==> src/rtl/axi_conf_pkg.sv <==
// Shared types and constants for the AXI configuration register block.
// The optional byte-strobe feature is selected with AXI_CONF_WSTRB_EN.
package axi_conf_pkg;

   localparam logic [1:0] RESP_OKAY   = 2'b00;
   localparam logic [1:0] RESP_SLVERR = 2'b10;

   localparam int BUSY_BIT = 0;
   localparam int DONE_BIT = 1;

   typedef enum logic [1:0] {
      IDLE,
      PEND,
      BUSY
   } state_t;

   typedef struct packed {
      logic        is_cfg;
      logic        is_stat;
      logic [29:0] idx;
   } dec_t;

   // Byte-lane merge of a new write value into the current register value.
   function automatic logic [31:0] apply_strb(input logic [31:0] old_val,
                                              input logic [31:0] new_val,
                                              input logic [3:0]  strb);
      logic [31:0] merged;
      merged = old_val;
      for (int b = 0; b < 4; b++) begin
         if (strb[b]) merged[8*b +: 8] = new_val[8*b +: 8];
      end
      return merged;
   endfunction

endpackage

==> src/rtl/axi_lite_wr_join.sv <==
// Joins independently arriving AW and W beats into a single write strobe
// and sequences the B response; at most one write is in flight.
module axi_lite_wr_join
   import axi_conf_pkg::*;
#(
   parameter int ID_W = 12
) (
   input  logic            clk,
   input  logic            reset,
   input  logic [31:0]     aw_addr,
   input  logic [ID_W-1:0] aw_id,
   input  logic            aw_valid,
   output logic            aw_ready,
   input  logic [31:0]     w_data,
   input  logic [3:0]      w_strb,
   input  logic            w_valid,
   output logic            w_ready,
   output logic [ID_W-1:0] b_id,
   output logic [1:0]      b_resp,
   output logic            b_valid,
   input  logic            b_ready,
   output logic            wr_exec,
   output logic [31:0]     wr_addr,
   output logic [31:0]     wr_data,
   output logic [3:0]      wr_strb,
   input  logic [1:0]      wr_resp
);

   logic            aw_held;
   logic            w_held;
   logic [ID_W-1:0] aw_id_q;

   assign aw_ready = !aw_held;
   assign w_ready  = !w_held;
   // Readies stay low until the B handshake, so a held pair executes exactly once.
   assign wr_exec  = aw_held && w_held && !b_valid;

   // NOTE: sequential state uses non-blocking assignments so every flop samples
   // pre-edge values regardless of statement order.
   always_ff @(posedge clk) begin
      if (reset) begin
         aw_held <= 1'b0;
         w_held  <= 1'b0;
         aw_id_q <= '0;
         wr_addr <= '0;
         wr_data <= '0;
         wr_strb <= '0;
         b_valid <= 1'b0;
         b_id    <= '0;
         b_resp  <= RESP_OKAY;
      end else begin
         if (aw_valid && aw_ready) begin
            aw_held <= 1'b1;
            wr_addr <= aw_addr;
            aw_id_q <= aw_id;
         end
         if (w_valid && w_ready) begin
            w_held  <= 1'b1;
            wr_data <= w_data;
            wr_strb <= w_strb;
         end
         if (wr_exec) begin
            b_valid <= 1'b1;
            b_id    <= aw_id_q;
            b_resp  <= wr_resp;
         end else if (b_valid && b_ready) begin
            b_valid <= 1'b0;
            aw_held <= 1'b0;
            w_held  <= 1'b0;
         end
      end
   end

endmodule

==> src/rtl/axi_conf_regs.sv <==
// AXI slave config register file with W1C status and start/busy/done handshake.
// Define AXI_CONF_WSTRB_EN to honour WSTRB on config-register writes.
module axi_conf_regs
   import axi_conf_pkg::*;
#(
   parameter logic [31:0] ADDR_BASE = 32'hA0000000,
   parameter int          NREG      = 4,
   parameter int          ID_W      = 12,
   parameter logic [31:0] CMD_RESET = 32'd0
) (
   input  logic               CLK,
   input  logic               reset,
   input  logic [31:0]        S_AXI_AWADDR,
   input  logic [ID_W-1:0]    S_AXI_AWID,
   input  logic               S_AXI_AWVALID,
   output logic               S_AXI_AWREADY,
   input  logic [31:0]        S_AXI_WDATA,
   input  logic [3:0]         S_AXI_WSTRB,
   input  logic               S_AXI_WVALID,
   output logic               S_AXI_WREADY,
   output logic [ID_W-1:0]    S_AXI_BID,
   output logic [1:0]         S_AXI_BRESP,
   output logic               S_AXI_BVALID,
   input  logic               S_AXI_BREADY,
   input  logic [31:0]        S_AXI_ARADDR,
   input  logic [ID_W-1:0]    S_AXI_ARID,
   input  logic               S_AXI_ARVALID,
   output logic               S_AXI_ARREADY,
   output logic [31:0]        S_AXI_RDATA,
   output logic [ID_W-1:0]    S_AXI_RID,
   output logic [1:0]         S_AXI_RRESP,
   output logic               S_AXI_RLAST,
   output logic               S_AXI_RVALID,
   input  logic               S_AXI_RREADY,
   output logic [NREG*32-1:0] CFG_DATA,
   output logic               CFG_VALID,
   input  logic               CFG_READY,
   output logic               CFG_RESET,
   input  logic               CFG_DONE,
   output logic               CFG_IRQ
);

   localparam int IDX_W = $clog2(NREG);

   function automatic dec_t decode(input logic [31:0] addr);
      logic [31:0] off;
      dec_t        d;
      off       = addr - ADDR_BASE;
      d.idx     = off[31:2];
      d.is_cfg  = (off[1:0] == 2'b00) && (off[31:2] <  30'(NREG));
      d.is_stat = (off[1:0] == 2'b00) && (off[31:2] == 30'(NREG));
      return d;
   endfunction

   logic             wr_exec;
   logic [31:0]      wr_addr;
   logic [31:0]      wr_data;
   logic [3:0]       wr_strb;
   logic [1:0]       wr_resp;
   dec_t             wr_dec;
   dec_t             rd_dec;
   logic [IDX_W-1:0] w_idx;
   logic [IDX_W-1:0] r_idx;
   logic [31:0]      wr_val;
   logic             cmd_lane;
   logic             unused_bits;

   logic [31:0] cfg_q [NREG];
   state_t      state_q;
   state_t      state_d;
   logic        busy;
   logic        done_q;
   logic        cfg_reset_q;

   logic        cfg_wr_ok;
   logic        cmd_hit;
   logic        cmd_start;
   logic        cmd_reset;
   logic        done_set;
   logic        done_clr;

   logic              rvalid_q;
   logic [31:0]       rdata_q;
   logic [ID_W-1:0]   rid_q;
   logic [1:0]        rresp_q;
   logic [31:0]       rd_val;
   logic [1:0]        rd_resp;
   logic              ar_accept;

   axi_lite_wr_join #(.ID_W(ID_W)) u_wr_join (
      .clk      (CLK),
      .reset    (reset),
      .aw_addr  (S_AXI_AWADDR),
      .aw_id    (S_AXI_AWID),
      .aw_valid (S_AXI_AWVALID),
      .aw_ready (S_AXI_AWREADY),
      .w_data   (S_AXI_WDATA),
      .w_strb   (S_AXI_WSTRB),
      .w_valid  (S_AXI_WVALID),
      .w_ready  (S_AXI_WREADY),
      .b_id     (S_AXI_BID),
      .b_resp   (S_AXI_BRESP),
      .b_valid  (S_AXI_BVALID),
      .b_ready  (S_AXI_BREADY),
      .wr_exec  (wr_exec),
      .wr_addr  (wr_addr),
      .wr_data  (wr_data),
      .wr_strb  (wr_strb),
      .wr_resp  (wr_resp)
   );

   assign wr_dec = decode(wr_addr);
   assign rd_dec = decode(S_AXI_ARADDR);
   assign w_idx  = wr_dec.idx[IDX_W-1:0];
   assign r_idx  = rd_dec.idx[IDX_W-1:0];
   assign busy   = (state_q != IDLE);

`ifdef AXI_CONF_WSTRB_EN
   assign wr_val      = apply_strb(cfg_q[w_idx], wr_data, wr_strb);
   assign cmd_lane    = wr_strb[0];
   assign unused_bits = ^{wr_dec.idx[29:IDX_W], rd_dec.idx[29:IDX_W]};
`else
   assign wr_val      = wr_data;
   assign cmd_lane    = 1'b1;
   assign unused_bits = ^{wr_dec.idx[29:IDX_W], rd_dec.idx[29:IDX_W], wr_strb};
`endif

   // Config registers are frozen outside IDLE so CFG_DATA is stable during a job.
   assign cfg_wr_ok = wr_exec && wr_dec.is_cfg && (state_q == IDLE);
   assign cmd_hit   = cfg_wr_ok && (w_idx == '0) && cmd_lane;
   assign cmd_start = cmd_hit && (wr_val != CMD_RESET);
   assign cmd_reset = cmd_hit && (wr_val == CMD_RESET);
   assign done_set  = (state_q == BUSY) && CFG_DONE;
   assign done_clr  = wr_exec && wr_dec.is_stat && wr_data[DONE_BIT];

   always_comb begin
      wr_resp = RESP_SLVERR;
      if (wr_dec.is_cfg) wr_resp = (state_q == IDLE) ? RESP_OKAY : RESP_SLVERR;
      else if (wr_dec.is_stat) wr_resp = RESP_OKAY;
   end

   // NOTE: the register array is small and must read as zero after reset, so
   // every entry is reset explicitly rather than left to a RAM macro.
   always_ff @(posedge CLK) begin
      if (reset) begin
         for (int i = 0; i < NREG; i++) cfg_q[i] <= '0;
      end else if (cfg_wr_ok) begin
         cfg_q[w_idx] <= wr_val;
      end
   end

   for (genvar i = 0; i < NREG; i++) begin : g_cfg_data
      assign CFG_DATA[32*i +: 32] = cfg_q[i];
   end

   always_ff @(posedge CLK) begin
      if (reset) begin
         state_q     <= IDLE;
         done_q      <= 1'b0;
         cfg_reset_q <= 1'b0;
      end else begin
         state_q     <= state_d;
         cfg_reset_q <= cmd_reset;
         if (done_set)      done_q <= 1'b1;
         else if (done_clr) done_q <= 1'b0;
      end
   end

   // NOTE: every output of this block gets a default first, so no path leaves
   // a signal unassigned and no latch is inferred.
   always_comb begin
      state_d   = state_q;
      CFG_VALID = 1'b0;
      case (state_q)
         IDLE: if (cmd_start) state_d = PEND;
         PEND: begin
            CFG_VALID = 1'b1;
            if (CFG_READY) state_d = BUSY;
         end
         BUSY:    if (CFG_DONE) state_d = IDLE;
         default: state_d = IDLE;
      endcase
   end

   assign CFG_RESET = cfg_reset_q;
   assign CFG_IRQ   = done_q;

   always_comb begin
      rd_val  = '0;
      rd_resp = RESP_SLVERR;
      if (rd_dec.is_cfg) begin
         rd_val  = cfg_q[r_idx];
         rd_resp = RESP_OKAY;
      end else if (rd_dec.is_stat) begin
         rd_val[BUSY_BIT] = busy;
         rd_val[DONE_BIT] = done_q;
         rd_resp          = RESP_OKAY;
      end
   end

   assign S_AXI_ARREADY = !rvalid_q;
   assign ar_accept     = S_AXI_ARVALID && !rvalid_q;

   always_ff @(posedge CLK) begin
      if (reset) begin
         rvalid_q <= 1'b0;
         rdata_q  <= '0;
         rid_q    <= '0;
         rresp_q  <= RESP_OKAY;
      end else if (ar_accept) begin
         rvalid_q <= 1'b1;
         rdata_q  <= rd_val;
         rid_q    <= S_AXI_ARID;
         rresp_q  <= rd_resp;
      end else if (rvalid_q && S_AXI_RREADY) begin
         rvalid_q <= 1'b0;
      end
   end

   assign S_AXI_RVALID = rvalid_q;
   assign S_AXI_RDATA  = rdata_q;
   assign S_AXI_RID    = rid_q;
   assign S_AXI_RRESP  = rresp_q;
   assign S_AXI_RLAST  = rvalid_q;

endmodule
==> config.mk <==
export PLATFORM = sky130hd
export DESIGN_NAME = axi_conf_regs
export DESIGN_NICKNAME = d
export VERILOG_FILES = /design/src/rtl/axi_conf_pkg.sv /design/src/rtl/axi_lite_wr_join.sv /design/src/rtl/axi_conf_regs.sv
export SDC_FILE = /design/constraint.sdc
export NUM_CORES = 1
export LEC_CHECK = 0
export BUFFER_PORTS_ARGS = -buffer_cell sky130_fd_sc_hd__buf_2
export CORE_MARGIN = 5
export CORE_UTILIZATION = 45
export CTS_CLUSTER_DIAMETER = 80
export DETAILED_ROUTE_END_ITERATION = 16
export HOLD_SLACK_MARGIN = 0.1
export PLACE_DENSITY = 0.74
export SLEW_MARGIN = 20
export SYNTH_ARGS = -nofsm -noshare
export SYNTH_HDL_FRONTEND = slang
export SYNTH_SLANG_ARGS = --single-unit
==> constraint.sdc <==
create_clock -name CLK -period 3.95 [get_ports CLK]
set_input_delay 0.1975 -clock CLK [delete_from_list [all_inputs] [get_ports CLK]]
set_output_delay 0.1975 -clock CLK [all_outputs]
set_load 0.01 [all_outputs]
==> impl_metrics.tcl, run 1 <==
set metrics [dict create \
    status "completed" \
    ys_async_sr_fraction_pct 0 \
    synth_top_family_by_area "simple AND/OR/NAND/NOR gates" \
    wire_per_inst_um 18.8 \
    wl_um 33600 \
    cts_root_buf "clkbuf_16" \
    area_delta_synth_final_pct 37.7 \
    dp_hpwl_um 21400 \
    dpl_cell_area_um2 12600 \
    grt_pass1_wl_um 51400 \
    num_antenna_cells 0 \
    cts_buffers 27 \
    ff2ff_path_depth 5 \
    grt_overflow_total 0 \
    drt-initial-drc-count 671 \
    synthXorXnorAreaFrac_pct 0.163 \
    numPortBuffers 323 \
    slew_headroom_pct 32.2 \
    final_area_um2 14800 \
    grt_max_degree 81 \
    yosysMostFrequentCell "nand2_1" \
    clk_pin_slew_worst_paths_ns 0.06 \
    num-fill-cells 1829 \
    via_per_inst 5.08 \
    synth_top_area_cell "edfxtp_1" \
    post-route-min-period_ns 3.05 \
    fp.coreArea_um2 23500 \
    grt_usage_pct 24.3 \
    nets 1586 \
    maxCapViolations 0 \
    final.setup.tns_ns 0 \
    ys.flop_type "dfxtp_1" \
    yosys.area_share.adder_pct 0.233 \
    die_y_um 164 \
    whs_ns 0.228 \
    pwr_density_cell_nw_per_um2 442 \
    holdPathEnd "S_AXI_RID[0]$_SDFFE_PP0P_" \
    cts_buffer_depth 3 \
    synth_seq_cells 270 \
    p_leak_uw 0.00614 \
    die_width_um 164 \
    cts_setup_buffers 0 \
    reg2reg_slack_ns 0.90 \
    gp_congestion 0.826 \
    cp_cell_sequence "nand3b_4 -> or4_4 -> or4b_4 -> o21bai_4 -> buf_4" \
    antenna_found_initial 0 \
    row_count 56 \
    synth_compound_area_share_pct 7.33 \
    synth.distinct_cells 39 \
    rsz0062_at_grt "false" \
    crit_type "flip-flop to flip-flop" \
    grt_pass1_vias 9295 \
    reg2reg_to "cfg_q[2][25]$_SDFFCE_PN0P_" \
    synth_warnings 0 \
    cts_tree "done" \
    syn_area_um2 10700 \
    clk_latency_ns 0.53 \
    finalHoldViolations 0 \
    setup_viol 0 \
    synth-simple-area-share_pct 17.3 \
    cts.sinks 270 \
    required_ns 4.12 \
    seq_area_um2 6690 \
    slew_viol_final 0 \
    syn_area_per_cell_um2 10.4 \
    worstPathMaxFanout 42 \
    p_total_uw 6520 \
    synthMuxAreaShare_pct 6.79 \
    skew_ns 0.00943 \
    worst_pin_slew_ns 1.02 \
    netlist.area_leader.share_pct 35.8 \
    hp-start "S_AXI_ARVALID" \
    ir_drop_mv 0.355 \
    syn_inst 1033 \
    synth-seq-area-share_pct 62.3 \
    drt_pass1_iterations 5 \
    start_util_pct 45.7 \
    multi_input_area_um2 3470 \
    synth_edf_count 128 \
    netlist_top_cells_area "edfxtp_1 (36%), dfxtp_1 (27%), nand2_1 (8.3%), mux4_2 (6.5%), a21oi_1 (4.9%)" \
    num_io_pins 330 \
    htree_num_levels 1 \
    worstHoldPathCells 4 \
    hold_class "primary input to flip-flop" \
    layout-drive-gt1-share_pct 29.2 \
    synth_common_cells "nand2_1 (238), dfxtp_1 (142), edfxtp_1 (128), a21oi_1 (104), nor2_1 (78)" \
    cp_slowest_cell "or4b_4" \
    vias 9102 \
    period_share_pct 77.2 \
    pre_cts_slack_ns 0.921 \
    post-route-worst-setup-slack_ns 0.901 \
    die_area_um2 27000 \
    fmax_mhz 328 \
    critPathMaxStageDelay_ns 0.81 \
    crit_path_start_kind "flip-flop" \
    cp-end-kind "flip-flop" \
    rr_startpoint "u_wr_join.aw_held$_SDFF_PP0_" \
    arrival_ns 3.22 \
    ant_nets 0 \
    drc 0 \
]
-- critical path: cells and delay by family, from the launching register on --
family | cells | cell delay (ns)
AND/OR/NAND/NOR | 3 | 1.51
flip-flops | 1 | 0.44
AO/OA/AOI/OAI | 1 | 0.25
buffers and inverters | 1 | 0.47
-- what timing repair did --
item / CTS / global route
endpoints found under the hold margin: 99 / 0
hold buffers: 122 / 0
gates resized for setup: 0 / 0
-- per-layer routing --
layer,vias to the layer above,global-route usage (%),wire (um)
li1,4361,-,-
met1,4309,30.4,13100
met2,363,42.5,17000
met3,69,4.82,2490
met4,0,7.90,1070
met5,-,0,0
-- flip-flops by register name, summed over array words and instances, names as in the netlist --
register,flops
state_q,2
u_wr_join.b_id,12
S_AXI_RRESP,1
u_wr_join.b_valid,1
u_wr_join.aw_held,1
S_AXI_RDATA,32
S_AXI_RID,12
u_wr_join.b_resp,1
u_wr_join.wr_addr,32
cfg_q,128
S_AXI_RLAST,1
u_wr_join.w_held,1
u_wr_join.wr_data,32
CFG_RESET,1
CFG_IRQ,1
u_wr_join.aw_id_q,12
-- cells by family after synthesis --
group,after synthesis
fa+ha+maj,2
flops,270
buf+inv,142
other cells,1
simple gates,431
xor+xnor,2
mux,34
compound gates,151
-- cells in the final DEF (no fill, tap or decap), types with 3 or more instances in the layout --
master	n
o21ai_0	38
nor2_1	77
nand2_1	237
mux2i_1	3
nand4_1	4
a21oi_1	104
bufinv_16	6
nor2b_2	3
dfxtp_1	142
nand2b_1	3
mux4_2	31
clkbuf_8	4
nor3_1	70
dlygate4sd3_1	122
clkinv_2	6
clkbuf_16	27
edfxtp_1	128
inv_1	69
buf_2	322
buf_4	16
nor4_1	18
-- through the flow --
stage                     cells  util [%]
after detailed placement   1619      53.5
after global placement     1619      53.5
after CTS                  1790      62.9
final                      1790      62.9
after global routing       1790      62.9
after floorplan            1034         -
-- cell type report --
type	instances	share of cell area, %
repair buffers	461	20.1
multi-input cells	622	23.5
clock inverters	16	1.58
well taps	319	2.70
inverters	69	1.75
flip-flops and latches	270	45.3
clock buffers	33	5.00
-- where the power goes --
group / switching (uW) / internal [uW] / leakage, uW
logic: 345 / 283 / 0.00318
clock network: 1080 / 1710 / 0.000476
registers: 68.5 / 3030 / 0.00248
-- how the worst max path moves through the flow --
stage / from / slack [ns] / endpoint
2_1_floorplan: u_wr_join.b_valid$_SDFFE_PP0P_ / 0.20 / cfg_q[1][0]$_SDFFCE_PN0P_
3_3_place_gp: u_wr_join.wr_addr[29]$_SDFFE_PP0P_ / 0.92 / cfg_q[2][30]$_SDFFCE_PN0P_
3_5_place_dp: u_wr_join.aw_held$_SDFF_PP0_ / 0.92 / cfg_q[2][25]$_SDFFCE_PN0P_
4_1_cts: u_wr_join.aw_held$_SDFF_PP0_ / 0.90 / cfg_q[2][6]$_SDFFCE_PN0P_
5_1_grt: u_wr_join.wr_addr[29]$_SDFFE_PP0P_ / 0.77 / cfg_q[2][26]$_SDFFCE_PN0P_
6_report: u_wr_join.aw_held$_SDFF_PP0_ / 0.90 / cfg_q[2][25]$_SDFFCE_PN0P_
(Power assumes the default switching activity.)
==> run 2: changes to the inputs <==
ABC_AREA = 1   (was unset)
PLACE_DENSITY = 0.71   (was 0.74)
clock period = 3.1 ns   (was 3.95 ns; I/O delays follow)
==> run 2 against run 1 <==
First-iteration DRC count rose by 22%. Via count grew 12%. Area after synthesis rose by 1.7%. Non-clock buffer count shrank 15. Global-route usage barely moved. Clock-buffer cell count rose by 7. Synthesized cell count grew 16%. Total power is 25% higher. Clock power rose by 13%. Die area rose by 1.6%. Utilization shrank 1.8 points.
==> impl_metrics.tcl, run 2 <==
set metrics [dict create \
    synth.distinct_cells 32 \
    cts_buffer_depth 3 \
    final_area_um2 14700 \
    dp_hpwl_um 22600 \
    layout_common_cells "buf_2 (323), nor2_1 (310), o21ai_0 (201), dfxtp_1 (142), edfxtp_1 (128)" \
    ant_nets 0 \
    grt_pass1_vias 10009 \
    switching_share_pct 25.4 \
    layout-drive-gt1-share_pct 25.6 \
    via_per_inst 5.24 \
    crit_path_start_kind "primary input" \
    drt-initial-drc-count 818 \
    clk_latency_ns 0.53 \
    grt_max_degree 101 \
    use_met2_pct 41.3 \
    synth_warnings 0 \
    maxCapViolations 0 \
    slew_viol_final 0 \
    synth_seq_cells 270 \
    synth_edf_count 128 \
    critPathMaxStageDelay_ns 0.70 \
    ys_async_sr_fraction_pct 0 \
    rsz0062_at_grt "false" \
    netlist.area_leader.share_pct 35.2 \
    antenna_found_initial 3 \
    num_io_pins 330 \
    grt_overflow_total 0 \
    nets 1731 \
    p_seq_share_pct 49.3 \
    dpl_cell_area_um2 12900 \
    worst_pin_slew_ns 0.988 \
    skew_ns 0.0103 \
    p_sw_uw 2080 \
    top_usage_layer "met2" \
    setup_viol 0 \
    clk_pin_slew_worst_paths_ns 0.06 \
    cts_root_buf "clkbuf_16" \
    cpMostUsedCell "dlygate4sd3_1" \
    fmax_mhz 391 \
    area_delta_synth_final_pct 35.0 \
    synth_common_cells "nor2_1 (312), o21ai_0 (203), dfxtp_1 (142), edfxtp_1 (128), a21oi_1 (76)" \
    numPortBuffers 323 \
    cp_cell_sequence "dlygate4sd3_1 -> buf_2 -> inv_4 -> buf_4 -> nand2_1 -> a21oi_1 -> dlygate4sd3_1" \
    wire_per_inst_um 18.3 \
    synth-seq-area-share_pct 61.3 \
    status "completed" \
    syn_inst 1203 \
    die_width_um 166 \
    htree_num_levels 1 \
    num-fill-cells 2037 \
    hold_class "primary input to flip-flop" \
    crit_type "primary input to flip-flop" \
    yosysMostFrequentCell "nor2_1" \
    wl_um 35600 \
    fp.coreArea_um2 24100 \
    cts_buffers 29 \
    largest-register "cfg_q" \
    vias 10208 \
    cp_slowest_cell "buf_4" \
    cp-end-kind "flip-flop" \
    slew_headroom_pct 34.1 \
    gp_congestion 0.834 \
    grtUsageMet1_pct 30.6 \
    layout_commonest_cell "buf_2" \
    met3_usage_pct 5.17 \
    arrival_ns 3.03 \
    syn_area_um2 10900 \
    drt_pass1_iterations 5 \
    grt_usage_pct 24.3 \
    die_y_um 166 \
    syn_area_per_cell_um2 9.07 \
    utilization_pct 61.1 \
    cts_setup_buffers 0 \
    netlist_top_cells_area "edfxtp_1 (35%), dfxtp_1 (26%), nor2_1 (11%), o21ai_0 (9.3%), a21oi_1 (3.5%)" \
    cts_tree "done" \
    power_frac_comb_pct 12.0 \
    row_count 57 \
    drc 0 \
    p_leak_uw 0.00622 \
    period_share_pct 82.4 \
    required_ns 3.58 \
    ys.flop_type "dfxtp_1" \
    ir_drop_mv 0.364 \
    post-route-min-period_ns 2.55 \
    synth_top_area_cell "edfxtp_1" \
    largest_reg_flops 128 \
    start_util_pct 45.2 \
    die_area_um2 27400 \
    pwr_density_cell_nw_per_um2 554 \
    grt_pass1_wl_um 54500 \
    finalHoldViolations 0 \
    p_int_uw 6080 \
    final.setup.tns_ns 0 \
    worstPathMaxFanout 100 \
    pwr-share-clk_pct 38.7 \
    cts.sinks 270 \
]
## run 2: cell count changes after synthesis, sizes merged, moves of 4 or more
cell / change
o21ai: +166
clkbuf: +10
nor4: -17
nor2b: -4
inv: -8
o22ai: +31
nand4: +5
nand3: +10
nor2: +235
nand2b: -5
a21oi: -28
mux4: -31
nand2: -177
## run 2: per-stage QoR
| stage | total power (uW) | setup WS, ns | std cells | hold slack (ns) |
|---|---|---|---|---|
| after floorplan | 4570 | -0.751 | 1204 | 0.224 |
| after global placement | 4940 | 0.699 | 1791 | 0.376 |
| after detailed placement | 4960 | 0.677 | 1791 | 0.383 |
| after CTS | 8180 | 0.611 | 1943 | 0.141 |
| after global routing | 8460 | 0.372 | 1946 | 0.221 |
| final | 8160 | 0.546 | 1947 | 0.145 |
## run 2: routing by layer
layer,vias to the layer above,part of all wire (%)
li1,4872,-
met1,4793,40
met4,0,3.5
met2,462,49
met3,81,7.7
met5,-,0
## run 2: power groups by stage
| stage | clock network [uW] | registers, uW | logic (uW) |
|---|---|---|---|
| 2_1_floorplan | 0 | 4140 | 432 |
| 3_3_place_gp | 0 | 4090 | 853 |
| 3_5_place_dp | 0 | 4090 | 868 |
| 4_1_cts | 3190 | 4020 | 971 |
| 5_1_grt | 3340 | 4040 | 1080 |
| 6_report | 3150 | 4020 | 980 |
## run 2: final timing paths
| path | from | cells past startpoint | to | slack (ns) |
|---|---|---|---|---|
| setup reg to reg | u_wr_join.wr_addr[29]$_SDFFE_PP0P_ | 11 | cfg_q[2][23]$_SDFFCE_PN0P_ | 0.63 |
| setup / recovery | reset | 7 | u_wr_join.w_held$_SDFF_PP0_ | 0.55 |
| hold / removal | S_AXI_ARADDR[5] | 6 | S_AXI_RDATA[0]$_SDFFE_PP0P_ | 0.14 |
| hold reg to reg | u_wr_join.wr_addr[30]$_SDFFE_PP0P_ | 2 | u_wr_join.wr_addr[30]$_SDFFE_PP0P_ | 0.47 |
## run 2: layout make-up
type / instances / area, um2 / share of cell area, %
Sequential cell: 270 / 6690 / 45.4
Multi-Input combinational cell: 785 / 3660 / 24.9
Timing Repair Buffer: 446 / 2850 / 19.3
Clock buffer: 40 / 791 / 5.37
Tap cell: 324 / 405 / 2.75
Inverter: 64 / 243 / 1.65
Clock inverter: 14 / 77.6 / 0.527
Antenna cell: 4 / 10.0 / 0.0680
## run 2: timing repair
item | 4_1_cts | 5_1_grt
hold buffers | 98 | 0
resized for setup | 0 | 0
hold endpoints to repair | 95 | 0
## run 2: logic make-up (layout without fill, tap and decap cells)
kind of cell,Yosys count,after routing,synth area share (%)
AND/OR/NAND/NOR,466,466,17.8
buffers and inverters,149,564,5.70
other,1,6,0.0344
adder cells (fa/ha/maj),2,2,0.229
AO/OA/AOI/OAI,315,315,14.9
flip-flops,270,270,61.3
## run 2: critical path: cells and delay by family
kind	cells	cell delay [ns]
buffers and inverters	5	2.32
AND/OR/NAND/NOR	1	0.22
AO/OA/AOI/OAI	1	0.16
==> run 3: changes to the inputs <==
PLACE_DENSITY = 0.74   (was 0.71)
clock period = 2.05 ns   (was 3.1 ns; I/O delays follow)
==> run 3 against run 2 <==
Final cell count increased by 1.0%. Utilization increased by 2.5 points. Clock-buffer cell count unchanged. Clock skew decreased by 0.0044 ns. Clock power increased by 65%. Critical path depth increased by 5. Worst hold slack got worse by 0.0065 ns. Global-route usage increased by 0.30 points. Die area unchanged.
==> impl_metrics.tcl, run 3 (synthesized netlist as in run 2, its figures left out) <==
set metrics [dict create \
    numPortBuffers 323 \
    num_io_pins 330 \
    cts_tree "done" \
    gp_congestion 0.923 \
    antenna_found_initial 1 \
    die_area_um2 27400 \
    cts_buffer_depth 3 \
    wl_um 36000 \
    drt-initial-drc-count 939 \
    p_total_uw 12800 \
    p_seq_share_pct 47.4 \
    p_int_uw 9720 \
    switching_share_pct 24.4 \
    grt_usage_pct 24.6 \
    htree_num_levels 1 \
    required_ns 2.42 \
    slew_headroom_pct 60.8 \
    hold_class "primary input to flip-flop" \
    crit_type "flip-flop to flip-flop" \
    fp.coreArea_um2 24100 \
    wire_per_inst_um 18.3 \
    clk_pin_slew_worst_paths_ns 0.06 \
    nets 1755 \
    worst_pin_slew_ns 0.588 \
    clk_latency_ns 0.53 \
    cts_buffers 28 \
    ir_drop_mv 0.651 \
    ant_nets 0 \
    layout-drive-gt1-share_pct 28.4 \
    start_util_pct 45.2 \
    p_leak_uw 0.00648 \
    die_width_um 166 \
    pwr_density_cell_nw_per_um2 839 \
    post-route-min-period_ns 2.00 \
    largest-register "cfg_q" \
    crit_path_start_kind "flip-flop" \
    via_per_inst 5.32 \
    grt_pass1_wl_um 55200 \
    grt_max_degree 58 \
    row_count 57 \
    p_sw_uw 3130 \
    final.setup.tns_ns 0 \
    rsz0062_at_grt "true" \
    fin_cells 1967 \
    skew_ns 0.00593 \
    slew_viol_final 0 \
    worstPathMaxFanout 48 \
    layout_common_cells "buf_2 (323), nor2_1 (307), o21ai_0 (201), dfxtp_1 (140), edfxtp_1 (128)" \
    cp-end-kind "flip-flop" \
    layout_commonest_cell "buf_2" \
    period_share_pct 97.8 \
    grt_pass1_vias 10085 \
    status "completed" \
    cts_root_buf "clkbuf_16" \
    fmax_mhz 499 \
    die_y_um 166 \
    pwr-share-clk_pct 40.4 \
    finalHoldViolations 0 \
    reg2reg_slack_ns 0.05 \
    power_frac_comb_pct 12.2 \
    vias 10472 \
    setup_viol 0 \
    whs_ns 0.138 \
    arrival_ns 2.37 \
    dp_hpwl_um 23300 \
    utilization_pct 63.6 \
    grt_overflow_total 0 \
    drt_pass1_iterations 5 \
    placed_cells 1802 \
    largest_reg_flops 128 \
    area_delta_synth_final_pct 40.5 \
    maxCapViolations 0 \
    num-fill-cells 1914 \
    drc 0 \
    cts.sinks 270 \
]
==> run 3: cell count changes in the layout (fill, tap and decap cells not counted), sizes merged <==
cell         previous run  this run
diode                   4         1
dlygate4sd3            98        99
buf                   348       367
clkinv                 11         7
clkinvlp                2         1
clkbuf                 40        45
bufinv                  0         3
==> run 3: power by group through the flow <==
stage               clock [uW]  combinational, uW  sequential (uW)
floorplan                    0                662             6250
global placement             0               1330             6180
detailed placement           0               1350             6190
CTS                       5270               1500             6080
global route              5500               1720             6110
finish                    5190               1570             6090
==> run 3: stage by stage <==
step	instance area [um2]	setup slack (ns)
after global routing	15300	-0.100
after global placement	13000	0.0596
after CTS	15000	0.0226
after detailed placement	13000	0.0419
after floorplan	11000	-0.336
final	15300	0.0451
==> run 3: final timing paths <==
path,from,endpoint,cells past startpoint
worst max-delay path,u_wr_join.wr_addr[29]$_SDFFE_PP0P_,cfg_q[2][8]$_SDFFCE_PN0P_,12
worst min-delay path,S_AXI_ARADDR[25],S_AXI_RDATA[0]$_SDFFE_PP0P_,8
worst max register to register,u_wr_join.wr_addr[29]$_SDFFE_PP0P_,cfg_q[2][8]$_SDFFCE_PN0P_,12
worst min register to register,S_AXI_RID[9]$_SDFFE_PP0P_,S_AXI_RID[9]$_SDFFE_PP0P_,2
==> run 3: metal layers <==
layer | vias to the layer above | global-route usage, % | wire length, um
met5 | - | 0 | 0
met4 | 0 | 11.0 | 1740
met3 | 111 | 5.86 | 3160
met2 | 565 | 40.9 | 17300
met1 | 4865 | 30.6 | 13800
li1 | 4931 | - | -
==> run 3: area by class of cell <==
type | instances | area, um2 | share of cell area, %
diodes | 1 | 2.50 | 0.0163
repair buffers | 471 | 3260 | 21.3
flip-flops and latches | 270 | 6690 | 43.7
clock inverters | 12 | 134 | 0.874
inverters | 64 | 248 | 1.62
multi-input cells | 785 | 3760 | 24.5
clock buffers | 40 | 822 | 5.37
well taps | 324 | 405 | 2.65
==> run 3: what timing repair did <==
action / 4_1_cts / 5_1_grt
endpoints found under the hold margin: 96 / 0
setup endpoints to repair: 0 / 114
buffers inserted: 0 / 6
resized for setup: 0 / 35
hold buffers: 99 / 0
==> run 3: critical path, cell delays in order, from the launching register on <==
cell	delay (ns)
dfxtp_2	0.33
inv_2	0.05
ha_4	0.25
nand2_2	0.04
nor2_2	0.08
nand3_2	0.10
nor2_4	0.15
nand2_4	0.09
buf_4	0.16
inv_6	0.07
nand2_8	0.09
buf_12	0.22
nor3_1	0.17
